## src/rtl/dmem_arbiter_pkg.sv

```systemverilog
// Shared types and constants for the two-port data-memory arbiter.
package dmem_arb_pkg;

  typedef enum logic [1:0] {
    ARB   = 2'd0,
    LOCK0 = 2'd1,
    LOCK1 = 2'd2
  } arb_st_t;

  localparam int unsigned DW_DEF       = 32;
  localparam int unsigned AW_DEF       = 8;
  localparam int unsigned LOCK_MAX_DEF = 8;
  localparam int unsigned LCNT_W       = 8;

  localparam logic PORT_CPU = 1'b0;
  localparam logic PORT_DMA = 1'b1;

endpackage

```

## src/rtl/dmem_arbiter_if.sv

```systemverilog
// Bundle of both master ports and the data-memory side of the arbiter.
interface dmem_arbiter_if #(
  parameter int unsigned DW = 32,
  parameter int unsigned AW = 8
);
  logic          req0, we0, lock0, gnt0, rvalid0;
  logic [AW-1:0] addr0;
  logic [DW-1:0] wdata0, rdata0;

  logic          req1, we1, lock1, gnt1, rvalid1;
  logic [AW-1:0] addr1;
  logic [DW-1:0] wdata1, rdata1;

  logic [AW-1:0] mem_a;
  logic [DW-1:0] mem_din;
  logic          mem_mwrite, mem_mread;
  logic [DW-1:0] mem_dout;

  // Arbiter view: serves both masters, drives the memory.
  modport slave (
    input  req0, we0, lock0, addr0, wdata0,
    input  req1, we1, lock1, addr1, wdata1,
    output gnt0, rvalid0, rdata0,
    output gnt1, rvalid1, rdata1,
    output mem_a, mem_din, mem_mwrite, mem_mread,
    input  mem_dout
  );

  // Environment view: masters plus the memory instance.
  modport master (
    output req0, we0, lock0, addr0, wdata0,
    output req1, we1, lock1, addr1, wdata1,
    input  gnt0, rvalid0, rdata0,
    input  gnt1, rvalid1, rdata1,
    input  mem_a, mem_din, mem_mwrite, mem_mread,
    output mem_dout
  );
endinterface

```

## src/rtl/dmem_arbiter_rr_pick2.sv

```systemverilog
// Combinational two-way round-robin pick; the port that did not win last is preferred.
module rr_pick2 (
  input  logic [1:0] req_i,
  input  logic       last_i,
  output logic [1:0] gnt_onehot_o,
  output logic       gid_o
);

  always_comb begin
    gnt_onehot_o = 2'b00;
    gid_o        = 1'b0;
    unique case (req_i)
      2'b01: begin gnt_onehot_o = 2'b01; gid_o = 1'b0; end
      2'b10: begin gnt_onehot_o = 2'b10; gid_o = 1'b1; end
      2'b11: begin
        if (last_i) begin gnt_onehot_o = 2'b01; gid_o = 1'b0; end
        else        begin gnt_onehot_o = 2'b10; gid_o = 1'b1; end
      end
      default: ;
    endcase
  end

endmodule

```

## src/rtl/dmem_arbiter.sv

```systemverilog
// Round-robin arbiter with bounded lock bursts sharing one data memory between CPU and DMA ports.
module dmem_arbiter
  import dmem_arb_pkg::*;
#(
  parameter int unsigned DW       = DW_DEF,
  parameter int unsigned AW       = AW_DEF,
  parameter int unsigned LOCK_MAX = LOCK_MAX_DEF
) (
  input logic           clk,
  input logic           rst_n,
  dmem_arbiter_if.slave bus
);

  arb_st_t             st_q, st_d;
  logic                last_q, last_d;
  logic [LCNT_W-1:0]   lcnt_q, lcnt_d;
  logic [DW-1:0]       rdata0_q, rdata0_d, rdata1_q, rdata1_d;
  logic                rvalid0_q, rvalid0_d, rvalid1_q, rvalid1_d;

  logic [1:0]          pick_gnt;
  logic                pick_gid;
  logic [1:0]          gnt_c;
  logic                gid_c;
  logic                eff_lock_c;
  logic                g_we_c, g_lock_c;
  logic [LCNT_W:0]     lcnt_inc_c;

  rr_pick2 u_pick (
    .req_i        ({bus.req1, bus.req0}),
    .last_i       (last_q),
    .gnt_onehot_o (pick_gnt),
    .gid_o        (pick_gid)
  );

  always_ff @(posedge clk or negedge rst_n) begin
    if (!rst_n) begin
      st_q      <= ARB;
      last_q    <= 1'b1;
      lcnt_q    <= '0;
      rdata0_q  <= '0;
      rdata1_q  <= '0;
      rvalid0_q <= 1'b0;
      rvalid1_q <= 1'b0;
    end else begin
      st_q      <= st_d;
      last_q    <= last_d;
      lcnt_q    <= lcnt_d;
      rdata0_q  <= rdata0_d;
      rdata1_q  <= rdata1_d;
      rvalid0_q <= rvalid0_d;
      rvalid1_q <= rvalid1_d;
    end
  end

  always_comb begin
    st_d           = st_q;
    last_d         = last_q;
    lcnt_d         = lcnt_q;
    rdata0_d       = rdata0_q;
    rdata1_d       = rdata1_q;
    rvalid0_d      = 1'b0;
    rvalid1_d      = 1'b0;
    gnt_c          = 2'b00;
    gid_c          = PORT_CPU;
    eff_lock_c     = 1'b0;
    bus.mem_a      = '0;
    bus.mem_din    = '0;
    bus.mem_mwrite = 1'b0;
    bus.mem_mread  = 1'b0;
    lcnt_inc_c     = {1'b0, lcnt_q} + (LCNT_W+1)'(1);

    // A lock only holds while its owner keeps requesting; otherwise fall back to round-robin.
    if (st_q == LOCK0 && bus.req0) begin
      gnt_c      = 2'b01;
      gid_c      = PORT_CPU;
      eff_lock_c = 1'b1;
    end else if (st_q == LOCK1 && bus.req1) begin
      gnt_c      = 2'b10;
      gid_c      = PORT_DMA;
      eff_lock_c = 1'b1;
    end else begin
      gnt_c = pick_gnt;
      gid_c = pick_gid;
    end

    // Reset gates the grant so no write reaches memory while rst_n is low.
    if (!rst_n) gnt_c = 2'b00;

    g_we_c   = (gid_c == PORT_DMA) ? bus.we1   : bus.we0;
    g_lock_c = (gid_c == PORT_DMA) ? bus.lock1 : bus.lock0;

    if (gnt_c != 2'b00) begin
      bus.mem_a      = (gid_c == PORT_DMA) ? bus.addr1  : bus.addr0;
      bus.mem_din    = (gid_c == PORT_DMA) ? bus.wdata1 : bus.wdata0;
      bus.mem_mwrite = g_we_c;
      bus.mem_mread  = !g_we_c;

      last_d = gid_c;
      if (!g_lock_c) begin
        st_d   = ARB;
        lcnt_d = '0;
      end else if (!eff_lock_c) begin
        if (LOCK_MAX == 32'd1) begin
          st_d   = ARB;
          lcnt_d = '0;
        end else begin
          st_d   = (gid_c == PORT_DMA) ? LOCK1 : LOCK0;
          lcnt_d = LCNT_W'(1);
        end
      end else if (lcnt_inc_c == (LCNT_W+1)'(LOCK_MAX)) begin
        st_d   = ARB;
        lcnt_d = '0;
      end else begin
        lcnt_d = lcnt_inc_c[LCNT_W-1:0];
      end
    end else begin
      st_d   = ARB;
      lcnt_d = '0;
    end

    if (gnt_c[0] && !bus.we0) begin
      rvalid0_d = 1'b1;
      rdata0_d  = bus.mem_dout;
    end
    if (gnt_c[1] && !bus.we1) begin
      rvalid1_d = 1'b1;
      rdata1_d  = bus.mem_dout;
    end
  end

  assign bus.gnt0    = gnt_c[0];
  assign bus.gnt1    = gnt_c[1];
  assign bus.rdata0  = rdata0_q;
  assign bus.rdata1  = rdata1_q;
  assign bus.rvalid0 = rvalid0_q;
  assign bus.rvalid1 = rvalid1_q;

endmodule

```

## src/flat_wrapper.sv

```systemverilog
// flat-port wrapper written by rule: the top's interface ports become plain ports
module dmem_arbiter_flat import dmem_arb_pkg::*;
#(
  parameter int unsigned DW       = DW_DEF,
  parameter int unsigned AW       = AW_DEF,
  parameter int unsigned LOCK_MAX = LOCK_MAX_DEF
)
  (clk, rst_n, bus_req0, bus_we0, bus_lock0, bus_addr0, bus_wdata0, bus_req1, bus_we1, bus_lock1, bus_addr1, bus_wdata1, bus_gnt0, bus_rvalid0, bus_rdata0, bus_gnt1, bus_rvalid1, bus_rdata1, bus_mem_a, bus_mem_din, bus_mem_mwrite, bus_mem_mread, bus_mem_dout);
  dmem_arbiter_if #(.DW(DW), .AW(AW)) bus_i ();
  input logic clk;
  input logic rst_n;
  input wire logic [$bits(bus_i.req0)-1:0] bus_req0;
  input wire logic [$bits(bus_i.we0)-1:0] bus_we0;
  input wire logic [$bits(bus_i.lock0)-1:0] bus_lock0;
  input wire logic [$bits(bus_i.addr0)-1:0] bus_addr0;
  input wire logic [$bits(bus_i.wdata0)-1:0] bus_wdata0;
  input wire logic [$bits(bus_i.req1)-1:0] bus_req1;
  input wire logic [$bits(bus_i.we1)-1:0] bus_we1;
  input wire logic [$bits(bus_i.lock1)-1:0] bus_lock1;
  input wire logic [$bits(bus_i.addr1)-1:0] bus_addr1;
  input wire logic [$bits(bus_i.wdata1)-1:0] bus_wdata1;
  output wire logic [$bits(bus_i.gnt0)-1:0] bus_gnt0;
  output wire logic [$bits(bus_i.rvalid0)-1:0] bus_rvalid0;
  output wire logic [$bits(bus_i.rdata0)-1:0] bus_rdata0;
  output wire logic [$bits(bus_i.gnt1)-1:0] bus_gnt1;
  output wire logic [$bits(bus_i.rvalid1)-1:0] bus_rvalid1;
  output wire logic [$bits(bus_i.rdata1)-1:0] bus_rdata1;
  output wire logic [$bits(bus_i.mem_a)-1:0] bus_mem_a;
  output wire logic [$bits(bus_i.mem_din)-1:0] bus_mem_din;
  output wire logic [$bits(bus_i.mem_mwrite)-1:0] bus_mem_mwrite;
  output wire logic [$bits(bus_i.mem_mread)-1:0] bus_mem_mread;
  input wire logic [$bits(bus_i.mem_dout)-1:0] bus_mem_dout;
  assign bus_i.req0 = bus_req0;
  assign bus_i.we0 = bus_we0;
  assign bus_i.lock0 = bus_lock0;
  assign bus_i.addr0 = bus_addr0;
  assign bus_i.wdata0 = bus_wdata0;
  assign bus_i.req1 = bus_req1;
  assign bus_i.we1 = bus_we1;
  assign bus_i.lock1 = bus_lock1;
  assign bus_i.addr1 = bus_addr1;
  assign bus_i.wdata1 = bus_wdata1;
  assign bus_gnt0 = bus_i.gnt0;
  assign bus_rvalid0 = bus_i.rvalid0;
  assign bus_rdata0 = bus_i.rdata0;
  assign bus_gnt1 = bus_i.gnt1;
  assign bus_rvalid1 = bus_i.rvalid1;
  assign bus_rdata1 = bus_i.rdata1;
  assign bus_mem_a = bus_i.mem_a;
  assign bus_mem_din = bus_i.mem_din;
  assign bus_mem_mwrite = bus_i.mem_mwrite;
  assign bus_mem_mread = bus_i.mem_mread;
  assign bus_i.mem_dout = bus_mem_dout;
  dmem_arbiter #(.DW(DW), .AW(AW), .LOCK_MAX(LOCK_MAX)) u_core (.clk(clk), .rst_n(rst_n), .bus(bus_i));
endmodule
```

## config.mk

```make
export PLATFORM = sky130hd
export DESIGN_NAME = dmem_arbiter_flat
export DESIGN_NICKNAME = d
export VERILOG_FILES = /design/src/rtl/dmem_arbiter_pkg.sv /design/src/rtl/dmem_arbiter_if.sv /design/src/rtl/dmem_arbiter_rr_pick2.sv /design/src/rtl/dmem_arbiter.sv /design/src/flat_wrapper.sv
export SDC_FILE = /design/constraint.sdc
export NUM_CORES = 1
export LEC_CHECK = 0
export CAP_MARGIN = 5
export CELL_PAD_IN_SITES_DETAIL_PLACEMENT = 1
export CELL_PAD_IN_SITES_GLOBAL_PLACEMENT = 1
export CORE_MARGIN = 2
export CORE_UTILIZATION = 26
export CTS_CLUSTER_SIZE = 14
export DETAILED_ROUTE_END_ITERATION = 8
export GPL_TIMING_DRIVEN = 0
export PLACE_DENSITY = 0.88
export REMOVE_ABC_BUFFERS = 1
export SYNTH_ARGS = -nofsm -noshare
export SYNTH_HDL_FRONTEND = slang
export SYNTH_SLANG_ARGS = --single-unit
```

## constraint.sdc

```tcl
create_clock -name clk -period 2.3 [get_ports clk]
set_input_delay 0.46 -clock clk [delete_from_list [all_inputs] [get_ports clk]]
set_output_delay 0.46 -clock clk [all_outputs]
set_load 0.005 [all_outputs]
```

# Yosys cells after proc, flatten, opt, wreduce, memory -nomap -nowiden
# Index checks and enable logic that the tools add are counted.
dict set report totals {
  register_bits 77
  word_cells 53
}
dict set report op_classes {
  addsub 1
  eq_ne 7
  mux 30
  n_reduce_logical 8
}
# operator n
set op_table {}
lappend op_table {{2-to-1 mux 32 bit} 2}
lappend op_table {{2-to-1 mux 8 bit} 6}
lappend op_table {{2-to-1 mux 2 bit} 9}
lappend op_table {{2-to-1 mux 1 bit} 11}
lappend op_table {{adder 8 x 1 -> 9 bit, second input constant} 1}
lappend op_table {{equality test 9 x 4 -> 1 bit, second input constant} 1}
lappend op_table {{equality test 2 bit, second input constant} 3}
lappend op_table {{one-hot mux 2 bit (3 select lines)} 1}
lappend op_table {{equality test 2 x 1 -> 1 bit, second input constant} 2}
lappend op_table {{logical AND 1 bit} 4}
lappend op_table {{!= test 4 bit, second input constant} 1}
lappend op_table {{logical NOT 1 bit} 3}
lappend op_table {{one-hot mux 1 bit (2 select lines)} 1}
lappend op_table {{nonzero test 2 bit} 1}

# Longest topological paths before layout
dict set report logic_depth {
  depth_word 8
  mapped_depth 7
  depth_no_buf 6
}

# Hierarchy
# A second synthesis with hierarchy kept.
dict set report unflattened {
  hier_cells 363
  area_unflattened_um2 3848.7
}
# mod instances cells_each area_per_inst_um2 seq_area_each_um2
set modules_own_cells {}
lappend modules_own_cells {dmem_arbiter 1 359 3822.4 1928.1}
lappend modules_own_cells {rr_pick2 1 4 26.3 0.0}

# Least setup slack after synthesis
# Ideal clock, no wire load.
dict set report synth_timing {
  kind {in2reg}
  start {in bus_req0}
  end {reg u_core.rdata1_q[10], in the netlist u_core.bus.rdata1[10]}
  arrival_time_ns 1.947
  path_slack_ns 0.226
  cell_stages 7
  path_buffers 2
  path_cell_list {and3b_4 a311oi_4 and2_1 nor2b_1 buf_4 buf_6 mux2_1}
}
dict set report synth_between {
  elab_chain_cells 6
}
# item line_no
set synth_rtl {}
lappend synth_rtl {{start, declared} flat_wrapper.sv:12} ;# input wire logic [$bits(bus_i.req0)-1:0] bus_req0;
lappend synth_rtl {{equality test 2 bit or equality test 2 x 1 -> 1 bit (tied branches)} dmem_arbiter_rr_pick2.sv:12} ;# unique case (req_i)
lappend synth_rtl {{one-hot mux 2 bit (3 select lines)} dmem_arbiter_rr_pick2.sv:12}
lappend synth_rtl {{2-to-1 mux 2 bit} dmem_arbiter.sv:77} ;# end else if (st_q == LOCK1 && bus.req1) begin
lappend synth_rtl {{2-to-1 mux 2 bit *} dmem_arbiter.sv:73} ;# if (st_q == LOCK0 && bus.req0) begin
lappend synth_rtl {{2-to-1 mux 2 bit *} dmem_arbiter.sv:87} ;# if (!rst_n) gnt_c = 2'b00;
lappend synth_rtl {{via bus_gnt1} flat_wrapper.sv:25} ;# output wire logic [$bits(bus_i.gnt1)-1:0] bus_gnt1;
lappend synth_rtl {{logical AND 1 bit *} dmem_arbiter.sv:125} ;# if (gnt_c[1] && !bus.we1) begin
lappend synth_rtl {{end signal, assigned} dmem_arbiter.sv:49} ;# rdata1_q <= rdata1_d;
lappend synth_rtl {{end, declared} dmem_arbiter.sv:17} ;# logic [DW-1:0] rdata0_q, rdata0_d, rdata1_q, rdata1_d;
# The timed path passes the listed nets; every way through them passes the cells marked *.
# A chain may end at the register's enable or synchronous reset.

# Worst setup path after layout
dict set report layout_timing {
  start {in bus_req1}
  end {out bus_mem_mwrite}
}
dict set report layout_between {
  elab_chain_cells 7
}
# item line_no
set layout_rtl {}
lappend layout_rtl {{start, declared} flat_wrapper.sv:17} ;# input wire logic [$bits(bus_i.req1)-1:0] bus_req1;
lappend layout_rtl {{equality test 2 bit or equality test 2 x 1 -> 1 bit (tied branches)} dmem_arbiter_rr_pick2.sv:12}
lappend layout_rtl {{one-hot mux 2 bit (3 select lines)} dmem_arbiter_rr_pick2.sv:12}
lappend layout_rtl {{2-to-1 mux 2 bit} dmem_arbiter.sv:77}
lappend layout_rtl {{2-to-1 mux 2 bit} dmem_arbiter.sv:73}
lappend layout_rtl {{2-to-1 mux 2 bit} dmem_arbiter.sv:87}
lappend layout_rtl {{nonzero test 2 bit} dmem_arbiter.sv:92} ;# if (gnt_c != 2'b00) begin
lappend layout_rtl {{2-to-1 mux 1 bit *} dmem_arbiter.sv:92}
lappend layout_rtl {{end, declared} flat_wrapper.sv:30} ;# output wire logic [$bits(bus_i.mem_mwrite)-1:0] bus_mem_mwrite;
# Every way passes the cells marked *; elsewhere a longest branch is shown, timed or not.

==> flow_metrics.py <==
metrics = {
    "run_status": {
        "status": "finished, violations left",
        "failed_checks": "negative setup slack",
    },
    "power_and_ir_drop": {
        "p_switching_mw": 1.41,
        "pwr-share-seq_pct": 35.1,
        "switching_share_pct": 26.7,
        "ir_drop_mv": 0.511,
        "total_power_mw": 5.26,
        "p_leak_nw": 3.16,
        "internal_power_mw": 3.86,
        "power_density_nw_per_um2": 718,
        "pwr-share-clk_pct": 28.7,
        "p_comb_share_pct": 36.2,
    },
    "clock_network": {
        "cts_buffers": 9,
        "clk_pin_slew_ns": 0.05,
        "cts_buffer_depth": 2,
        "clock-root-buffer": "clkbuf_16",
        "cts_sinks": 77,
        "clock_latency_ns": 0.33,
        "cts_tree": "built",
        "htreeDepth": 3,
    },
    "cells_and_area": {
        "drive_gt1_share_pct": 39.1,
        "finalNonFillerCells": 790,
        "fin_area_sq_um": 7330,
        "utilization_pct": 53.2,
        "nets": 725,
        "areaGrowthSynthToFinish_pct": 101,
    },
    "global_routing": {
        "grt_usage_pct": 19.2,
        "grt_first_pass_wirelength_um": 22100,
        "antenna_found_initial": 1,
        "grt_max_degree": 50,
        "grt_overflow": 0,
        "grt_pass1_vias": 4196,
    },
    "routing": {
        "via_per_inst": 4.82,
        "drt_pre_antenna_iters": 4,
        "drt-total-wl_um": 16000,
        "ant_nets": 0,
        "via_count": 3811,
        "wire_per_inst_um": 20.2,
        "drt-initial-drc-count": 85,
        "drc": 0,
    },
    "placed_design": {
        "placed_cell_area_sq_um": 6230,
        "pre_cts_ws_ns": -1.27,
        "dpl.hpwl_um": 10200,
        "placed_cells": 737,
        "gp_congestion": 0.832,
        "port_buffers": 229,
    },
    "setup_path": {
        "critical_path_arrival_ns": 2.09,
        "rr_endpoint": "u_core.bus.rdata1[20]",
        "cp-start-kind": "primary input",
        "critPathTopFamily": "buffers and inverters",
        "path_class": "in2out",
        "crit_path_frequent_cell": "buf_6",
        "worst_r2r_path_depth": 9,
        "cp_cell_sequence": "dlygate4sd2_1 -> inv_1 -> a311oi_4 -> buf_4 -> buf_6 -> mux2i_4 -> buf_6 -> nor2_2 -> buf_2",
        "worst_r2r_startpoint": "u_core.st_q[1]",
        "crit_path_end_kind": "primary output",
        "worstPathRequired_ns": 1.84,
        "critPathSlowestCell": "a311oi_4",
        "crit_start": "bus_req1",
        "slowest_delay_ns": 0.33,
        "critPathMaxFanout": 4,
        "cp.buffers_inverters": 6,
        "reg2reg_slack_ns": -0.11,
    },
    "floorplanning": {
        "dieArea_sq_um": 15000,
        "dieHeight_um": 122,
        "start_util_pct": 26.5,
        "io_pins": 230,
        "die_w_um": 122,
        "core_sq_um": 13800,
        "rows": 43,
    },
    "synth": {
        "synth_top_area_cell": "dfrtp_1",
        "synth-edff-count": 0,
        "synth_seq_cells": 77,
        "ys.flop_type": "dfrtp_1",
        "synth_cell_types": 35,
        "synth_top_area_share_pct": 52.2,
        "seq_area_frac_synth_pct": 52.9,
        "ys_top_cells_by_area": "dfrtp_1, mux2_2, mux2_1",
        "syn_area_per_cell_sq_um": 10.7,
        "yosys_warnings": 0,
        "syn_inst": 340,
        "synthTopCellsByCount": "nand2_1, dfrtp_1, a21oi_1",
        "synthArstFlopShare_pct": 100,
        "post-synth-top-count-cell": "nand2_1",
        "synth_area_sq_um": 3650,
    },
    "sta": {
        "setup_tns_ns": -10.03,
        "fin_ws_ns": -0.247,
        "worstMarginPinSlew_ns": 0.475,
        "finalClockSkew_ns": 0.00964,
        "fin_hold_ws_ns": 0.0924,
        "setup_viol": 72,
        "timing.final.crit_period_ns": 2.55,
        "period_share_pct": 111,
        "hold_viol": 0,
        "rsz0062_at_grt": "yes",
        "fmax_mhz": 393,
        "drv_slew": 0,
        "max_slew_margin_pct": 68.4,
    },
    "hold_path": {
        "hold_class": "in2async",
    },
    "job": {
        "drv_cap": 0,
    },
}
==> metal layers <==
metal / up-vias / GRT usage, % / routed length (um)
met5: - / 0 / 0
met4: 0 / 9.70 / 513
met3: 34 / 6.55 / 1620
met2: 198 / 33.7 / 8240
met1: 1884 / 20.4 / 5600
li1: 1695 / - / -
==> repair_timing <==
action / 4_1_cts / 5_1_grt
pin swaps: 24 / 51
hold buffers: 0 / 0
cloned: 6 / 2
setup buffers: 24 / 6
gates resized for setup: 246 / 82
endpoints found under the setup margin: 84 / 75
==> cells by family (layout without fill, tap and decap cells) <==
group	Yosys count	in the layout	share of synthesized area (%)
XOR/XNOR	6	6	1.44
AO/OA/AOI/OAI	54	54	8.79
multiplexers	66	66	20.3
flip-flops	77	77	52.9
adder cells (fa/ha/maj)	2	2	0.686
buffers and inverters	21	289	2.99
other	0	2	0
AND/OR/NAND/NOR	114	114	12.9
==> worst register-to-register path: stages, from the launching register on <==
cell	delay [ns]
dfrtp_1	0.42
and3b_4	0.25
a311oi_4	0.25
buf_4	0.19
buf_6	0.11
and2_1	0.19
nor2b_4	0.26
buf_12	0.15
buf_12	0.14
mux2_1	0.34
==> final cells by class <==
| cell class | instances | area, sq um |
|---|---|---|
| tap | 180 | 225 |
| multi-input combinational | 242 | 2080 |
| inverter | 2 | 7.51 |
| clock buffer | 12 | 246 |
| fill | 1463 | 6450 |
| antenna | 2 | 5.00 |
| timing repair buffer | 271 | 2760 |
| sequential | 77 | 1930 |
| clock inverter | 4 | 72.6 |
==> how the worst max path moves through the flow <==
stage                            to  slack, ns  cells past startpoint
6_report             bus_mem_mwrite      -0.25                      9
5_1_grt              bus_mem_mwrite      -0.34                      9
4_1_cts              bus_mem_mwrite      -0.20                      8
3_5_place_dp        bus_mem_din[15]      -1.27                      8
3_3_place_gp           bus_mem_a[7]      -5.43                      4
2_1_floorplan  u_core.bus.rdata1[0]      -1.76                      5
==> state kept, by name, summed over array words and instances (netlist names) <==
signal,count
u_core.last_q,1
u_core.bus.rvalid1,1
u_core.lcnt_q,8
u_core.st_q,2
u_core.bus.rdata0,32
u_core.bus.rvalid0,1
u_core.bus.rdata1,32
==> cells in the final DEF, fill, tap and decap left out, types with 10 or more instances in the layout <==
cell type and n:
a21oi_2 34, buf_2 41, buf_4 10, buf_6 13, clkbuf_16 11, clkdlybuf4s50_1 182
dfrtp_1 76, mux2_1 29, mux2_2 36, nand2_1 32, nand2_2 26, nand2_4 29
nor2_1 10
==> power groups by stage <==
stage / clock [mW] / sequential (mW) / combinational, mW
3_3_place_gp: 0 / 1.84 / 1.51
6_report: 1.51 / 1.85 / 1.90
5_1_grt: 1.62 / 1.89 / 2.03
4_1_cts: 1.55 / 1.85 / 1.77
3_5_place_dp: 0 / 1.87 / 1.60
2_1_floorplan: 0 / 1.87 / 0.417
Note: power is estimated with default switching activity, not from simulation.
